## config.mk

```make
export PLATFORM = sky130hd
export DESIGN_NAME = axis_2to1_arbiter
export DESIGN_NICKNAME = d
export VERILOG_FILES = /design/src/rtl/axis_2to1_arbiter.sv
export SDC_FILE = /design/constraint.sdc
export NUM_CORES = 1
export LEC_CHECK = 0
export BUFFER_PORTS_ARGS = -buffer_cell sky130_fd_sc_hd__buf_4
export CORE_MARGIN = 2
export CORE_UTILIZATION = 38
export DETAILED_ROUTE_END_ITERATION = 8
export PLACE_DENSITY_LB_ADDON = 0.1
export SLEW_MARGIN = 20
export SYNTH_ARGS = -nofsm -noshare
export SYNTH_HDL_FRONTEND = slang
export SYNTH_SLANG_ARGS = --single-unit
export TNS_END_PERCENT = 100
```

## constraint.sdc

```tcl
create_clock -name ACLK -period 2.29 [get_ports ACLK]
set_input_delay 0.3435 -clock ACLK [delete_from_list [all_inputs] [get_ports ACLK]]
set_output_delay 0.3435 -clock ACLK [all_outputs]
set_load 0.05 [all_outputs]
```

## src/rtl/axis_2to1_arbiter.sv

```systemverilog
// Round-robin burst arbiter for a 2-to-1 AXI-Stream mux: drives CONF and gates the mux output.
// Optional statistics counters are enabled with `define AXIS_ARB_STATS_EN.
module axis_2to1_arbiter #(
  parameter int BURST_LEN = 16
) (
  input  logic        ACLK,
  input  logic        ARESET,
  input  logic        sA_tvalid,
  input  logic        sB_tvalid,
  output logic        CONF,
  input  logic        mux_tvalid,
  output logic        mux_tready,
  input  logic [31:0] mux_tdata,
  output logic        m_tvalid,
  input  logic        m_tready,
  output logic [31:0] m_tdata,
  output logic        grant_active
`ifdef AXIS_ARB_STATS_EN
  ,
  input  logic        stat_clr,
  output logic [31:0] stat_a_beats,
  output logic [31:0] stat_b_beats,
  output logic [15:0] stat_switches
`endif
);

  typedef enum logic [1:0] {IDLE, GNT_A, GNT_B} state_t;

  localparam logic [7:0] LAST_CNT = 8'(BURST_LEN - 1);

  state_t     state, state_nxt;
  logic [7:0] cnt, cnt_nxt;
  logic       last_grant, last_nxt;  // 1 = B was served last
  logic       conf_nxt;
  logic       beat;
  logic       own_vld, oth_vld;

  assign grant_active = (state != IDLE);
  assign m_tvalid     = mux_tvalid & grant_active;
  assign mux_tready   = m_tready & grant_active;
  assign m_tdata      = mux_tdata;
  assign beat         = mux_tvalid & m_tready & grant_active;

  always_comb begin
    state_nxt = state;
    cnt_nxt   = cnt;
    last_nxt  = last_grant;
    own_vld   = 1'b0;
    oth_vld   = 1'b0;
    case (state)
      IDLE: begin
        if (sA_tvalid && sB_tvalid)
          state_nxt = last_grant ? GNT_A : GNT_B;
        else if (sA_tvalid)
          state_nxt = GNT_A;
        else if (sB_tvalid)
          state_nxt = GNT_B;
      end
      GNT_A, GNT_B: begin
        own_vld = (state == GNT_A) ? sA_tvalid : sB_tvalid;
        oth_vld = (state == GNT_A) ? sB_tvalid : sA_tvalid;
        // A source with tvalid low is idle, so its tenure ends immediately.
        if ((beat && (cnt == LAST_CNT)) || !own_vld) begin
          cnt_nxt = 8'd0;
          if (oth_vld) begin
            state_nxt = (state == GNT_A) ? GNT_B : GNT_A;
            last_nxt  = (state == GNT_B);
          end else if (!own_vld) begin
            state_nxt = IDLE;
            last_nxt  = (state == GNT_B);
          end
        end else if (beat) begin
          cnt_nxt = cnt + 8'd1;
        end
      end
      default: state_nxt = IDLE;
    endcase
  end

  // CONF tracks the next grant so it switches on the same edge as the state.
  always_comb begin
    case (state_nxt)
      GNT_A:   conf_nxt = 1'b0;
      GNT_B:   conf_nxt = 1'b1;
      default: conf_nxt = CONF;
    endcase
  end

  always_ff @(posedge ACLK or posedge ARESET) begin
    if (ARESET) begin
      state      <= IDLE;
      cnt        <= 8'd0;
      last_grant <= 1'b1;
      CONF       <= 1'b0;
    end else begin
      state      <= state_nxt;
      cnt        <= cnt_nxt;
      last_grant <= last_nxt;
      CONF       <= conf_nxt;
    end
  end

`ifdef AXIS_ARB_STATS_EN
  function automatic logic [31:0] sat_inc32(input logic [31:0] v);
    return (v == '1) ? v : v + 32'd1;
  endfunction

  function automatic logic [15:0] sat_inc16(input logic [15:0] v);
    return (v == '1) ? v : v + 16'd1;
  endfunction

  logic switch_evt;
  assign switch_evt = ((state == GNT_A) && (state_nxt == GNT_B)) ||
                      ((state == GNT_B) && (state_nxt == GNT_A));

  always_ff @(posedge ACLK or posedge ARESET) begin
    if (ARESET) begin
      stat_a_beats  <= 32'd0;
      stat_b_beats  <= 32'd0;
      stat_switches <= 16'd0;
    end else if (stat_clr) begin
      stat_a_beats  <= 32'd0;
      stat_b_beats  <= 32'd0;
      stat_switches <= 16'd0;
    end else begin
      if (beat && (state == GNT_A)) stat_a_beats <= sat_inc32(stat_a_beats);
      if (beat && (state == GNT_B)) stat_b_beats <= sat_inc32(stat_b_beats);
      if (switch_evt)               stat_switches <= sat_inc16(stat_switches);
    end
  end
`endif

endmodule

```

# Word level (Yosys, flattened, before mapping)
# Cells that the tools add are included.
# totals
latch_bits	0
mem_count	0
ramBits	0
word_cells	42
out_inout_bits	36
mem_bits_ro	0
register_bits	12
# op_classes
n_lt_le_gt_ge	0
n_addsub	1
muxes	16
bitwise_logic	4
shifts	0
n_reduce_logical	11
mul	0
n_div	0
eq_ne	6
# ops
operator	n
$mux 2	8
$mux 8	2
$add 8x1->8 const B	1
$eq 8x4->1 const B	1
$reduce_bool 2->1	3
$and 1x1->1	4
$eq 2x1->1 const B	2
$eq 2x2->1 const B	2
$mux 1	4
$pmux 2 s2	1
$reduce_and 3->1	1
$logic_and 1x1->1	2
$logic_not 2->1	1
$ne 2x1->1 const B	1
$pmux 1 s2	1
$reduce_and 2->1	1
$reduce_or 2->1	1
$logic_not 1->1	1
$logic_or 1x1->1	1

# Depth between registers and ports, before layout
# depth
ltp_word	8
ltp_mapped	9

# Worst setup path before layout
# No wires, ideal clock.
# synth_path
kind	register to register
from	reg state[0]
to	reg CONF
arrival_ps	2098
setup_slack_ps	67
path_stages_with_launch	10
period_less_slack_ps	2223
path_buffers	1
cell_sequence	dfrtp_1 -> inv_1 -> ha_1 -> and3b_1 -> clkbuf_1 -> a31o_2 -> a31oi_1 -> o22ai_1 -> ha_1 -> mux2_2
# synth_via
elab_chain_len	8
word_cells_on_any_way	23
classes_between	eq/ne (4); mux (11); bitwise (1); reduce/logical (7)
# synth_rtl
element	line_no	rtl
start: declaration	31	state_t state, state_nxt;
start signal: assignment	96	state <= state_nxt;
$eq 2x1->1 or $reduce_bool 2->1 (tied branches)	-	
$mux 1 or $and 1x1->1 (tied branches)	60, 42	
$mux 2 (tied with other cells)	68	end else if (!own_vld) begin
$mux 2 or $logic_or 1x1->1 (tied branches)	65, 63	
$mux 2	63	if ((beat && (cnt == LAST_CNT)) || !own_vld) begin
$pmux 2 s2 *	50	case (state)
named net state_nxt[1]	31	
$eq 2x2->1 or $eq 2x1->1 (tied branches)	82	case (state_nxt)
$pmux 1 s2 or $reduce_bool 2->1 (tied branches)	-	
end signal: assignment	99	CONF <= conf_nxt;
end: declaration	10	output logic CONF,
# The timed path passes the listed nets; every way through them passes the cells marked *.
# A chain may end at the register's enable or synchronous reset.

# Worst setup path in the final report
# layout_path
from	reg state[0]
to	reg CONF
# layout_via
elab_chain_len	8
word_cells_on_any_way	23
classes_between	eq/ne (4); mux (11); bitwise (1); reduce/logical (7)
# layout_rtl
element	line_no
$eq 2x1->1 or $reduce_bool 2->1 (tied branches)	-
$mux 1 or $and 1x1->1 (tied branches)	60, 42
$mux 2 (tied with other cells)	68
$mux 2 or $logic_or 1x1->1 (tied branches)	65, 63
$mux 2	63
$pmux 2 s2 *	50
$eq 2x2->1 or $eq 2x1->1 (tied branches)	82
$pmux 1 s2 or $reduce_bool 2->1 (tied branches)	-
# Mark *: on every way between the ends. The rest lies on a longest branch, timed or not.

==> qor.yml <==
timing:
  slew_viol_final: 0
  timing.final.ws_setup_ns: 0.103
  finalCritPeriodShare_pct: 95.5
  period_needed_ns: 2.19
  setup_tns_ns: 0
  hold_viol: 0
  max_freq_mhz: 457
  fin_skew_ns: 0.00434
  max_slew_margin_pct: 70.1
  setup_viol: 0
  worst_slew_pin_slew_ns: 0.449
worst_setup_path:
  max_stage_delay_ns: 0.40
  rr_worst_depth: 9
  worst-setup-path-type: "reg2reg"
  timing.rr.start: "state[0]"
  r2r_slack_ns: 0.10
  crit_chain: "inv_2 > ha_1 > and3b_2 > buf_4 > nand2_1 > nand3_1 > a41oi_2 > ha_1 > mux2_2"
  cp_common_cell: "ha_1"
  end_kind: "flip-flop"
  cp.arrival_ns: 2.34
  r2r-end: "CONF"
  critPathRequiredTime_ns: 2.45
  critPathSlowestCell: "dfrtp_1"
  critical_path.max_fanout: 6
  critPathLaunchType: "flip-flop"
clocking:
  cts_tree: "built"
  cts.clk_slew.worst_paths_ns: 0.08
  cts_buffers: 3
  cts-root-buf: "clkbuf_4"
  ctsHoldBuffers: 0
  cts_num_sinks: 12
  clock_latency_ns: 0.27
  cts-htree-levels: 1
  clk_path_buf_depth: 2
synth:
  avgSynthCellArea_um2: 8.66
  async_reset_ff_share_pct: 100
  synth.area.top_cells: "dfrtp_1 25%, buf_4 22%, ha_1 6.7%, o21ai_0 5.8%, nand2_1 3.0%"
  synth-seq-cells: 12
  synth_top_area_share_pct: 24.6
  ys_warn_count: 0
  synth_most_common_cell: "buf_4"
  yosysTopAreaCell: "dfrtp_1"
  synthCells: 129
  ys.flop_type: "dfrtp_1"
  synth-edff-count: 0
  synth_area_um2: 1120
  ys_top_cells_by_count: "33 x buf_4, 13 x o21ai_0, 11 x dfrtp_1"
  yosysSeqAreaShare_pct: 27.0
  synth.distinct_cells: 41
  syn-num-nets: 173
detailed_routing:
  ant_nets: 0
  drc: 0
  wl_per_cell_um: 15.3
  drt_iter0_markers: 28
  vias: 844
  firstDrtPassIters: 4
  vias_per_cell: 5.66
  wl_um: 2280
power_and_ir_drop:
  p_seq_share_pct: 26.6
  leakagePower_uw: 0.000506
  intPower_uw: 703
  ir_drop_v: 0.000666
  total_power_uw: 1260
  p_per_area_nw_per_um2: 1140
  switchingPower_uw: 557
  switching_share_pct: 44.2
  p_clk_share_pct: 10.9
  power_frac_comb_pct: 62.5
layout:
  nNetsFinal: 163
  area_growth_pct: -1.23
  diodes: 0
  drive_gt1_share_pct: 33.1
  stdcell_area_um2: 1100
  finish.utilization_pct: 39.7
outcome:
  outcome: "completed"
place:
  placed_cell_area_um2: 1050
  numPortBuffers: 9
  place_congestion: 0.796
  dp_hpwl_um: 1770
  place_ws_ns: 0.0461
floorplanning:
  fp.dieH_um: 58.2
  die-area_um2: 3390
  core-area_um2: 2780
  rows: 19
  pin_count: 74
  die_width_um: 58.2
  start_util_pct: 40.2
global_route:
  grt_pass1_vias: 809
  grt_start_max_net_pins: 13
  grt_pass1_wl_um: 3800
  gr-usage-all-layers_pct: 14.4
  antenna_found_initial: 0
  grt-ovfl-total: 0
hold_path:
  hold_path.class: "in2async"
job:
  maxCapViolCount: 0
## flip-flops by register name, indices dropped and copies added (netlist names)
name,count
cnt,8
state,2
CONF,1
last_grant,1
## cells in the final DEF, fill, tap and decap left out, types with 2 or more instances in the layout
cell type | Yosys | routed
nor4_1 | 2 | 2
dfrtp_1 | 11 | 11
o21ai_0 | 13 | 13
buf_4 | 33 | 22
and2_1 | 2 | 2
a21o_1 | 2 | 2
nand2_1 | 9 | 9
clkbuf_4 | 0 | 3
inv_1 | 6 | 5
a31oi_1 | 3 | 2
nor2_1 | 2 | 2
o21a_1 | 2 | 2
ha_1 | 6 | 6
nand4_1 | 3 | 3
nand3_1 | 3 | 3
nor2b_1 | 3 | 3
mux2_2 | 2 | 2
## metal layers
| layer | share of wire, % | GRT usage, % | vias up |
|---|---|---|---|
| li1 | - | - | 401 |
| met1 | 46 | 19.6 | 390 |
| met2 | 43 | 21.8 | 38 |
| met3 | 7.5 | 2.90 | 15 |
| met4 | 3.3 | 6.64 | 0 |
| met5 | 0 | 0 | - |
## area by class of cell
type / instances / area [um^2]
inverters: 6 / 22.5
flip-flops and latches: 12 / 302
repair buffers: 22 / 165
clock buffers: 4 / 26.3
well taps: 31 / 38.8
fillers: 279 / 1680
multi-input cells: 74 / 549
## worst max-delay path, delay by kind of cell (launching register included)
kind | cells | cell delay, ns
AND/OR/NAND/NOR | 3 | 0.51
adder cells (fa/ha/maj) | 2 | 0.50
flip-flops | 1 | 0.40
multiplexers | 1 | 0.32
buffers and inverters | 2 | 0.21
AO/OA/AOI/OAI | 1 | 0.12
## logic make-up (layout without fill, tap and decap cells)
kind of cell               count (synthesis)  count (layout)  share of synthesized area [%]
muxes                                      4               4                           4.59
AOI/OAI and AO/OA                         33              33                           19.4
DFF                                       12              12                           27.0
adders and majority gates                  6               6                           6.72
buffers and inverters                     43              32                           25.8
and+or+nand+nor                           31              31                           16.6
## how the worst max path moves through the flow
stage	start	endpoint	slack (ns)	cells after the start
final	state[0]	CONF	0.10	9
after global routing	state[0]	CONF	-0.02	8
after CTS	state[0]	CONF	0.03	8
after detailed placement	state[0]	CONF	0.05	8
after global placement	cnt[6]	CONF	0.11	6
after floorplan	state[0]	CONF	0.07	9
## what timing repair did
action	4_1_cts	5_1_grt
buffers inserted	0	1
gates resized for setup	0	5
endpoints found under the setup margin	0	1
## metrics by stage
stage,hold slack [ns],instances
final,0.0728,149
after CTS,0.0957,148
after global placement,0.388,144
after floorplan,0.207,129
after global routing,0.120,149
after detailed placement,0.391,144
## power groups by stage
stage / registers (uW) / logic [uW] / clock network, uW
after floorplan: 353 / 634 / 0
after global placement: 336 / 755 / 0
after detailed placement: 339 / 741 / 0
after CTS: 335 / 746 / 142
after global routing: 347 / 868 / 157
final: 335 / 788 / 137
(Power assumes the default switching activity.)
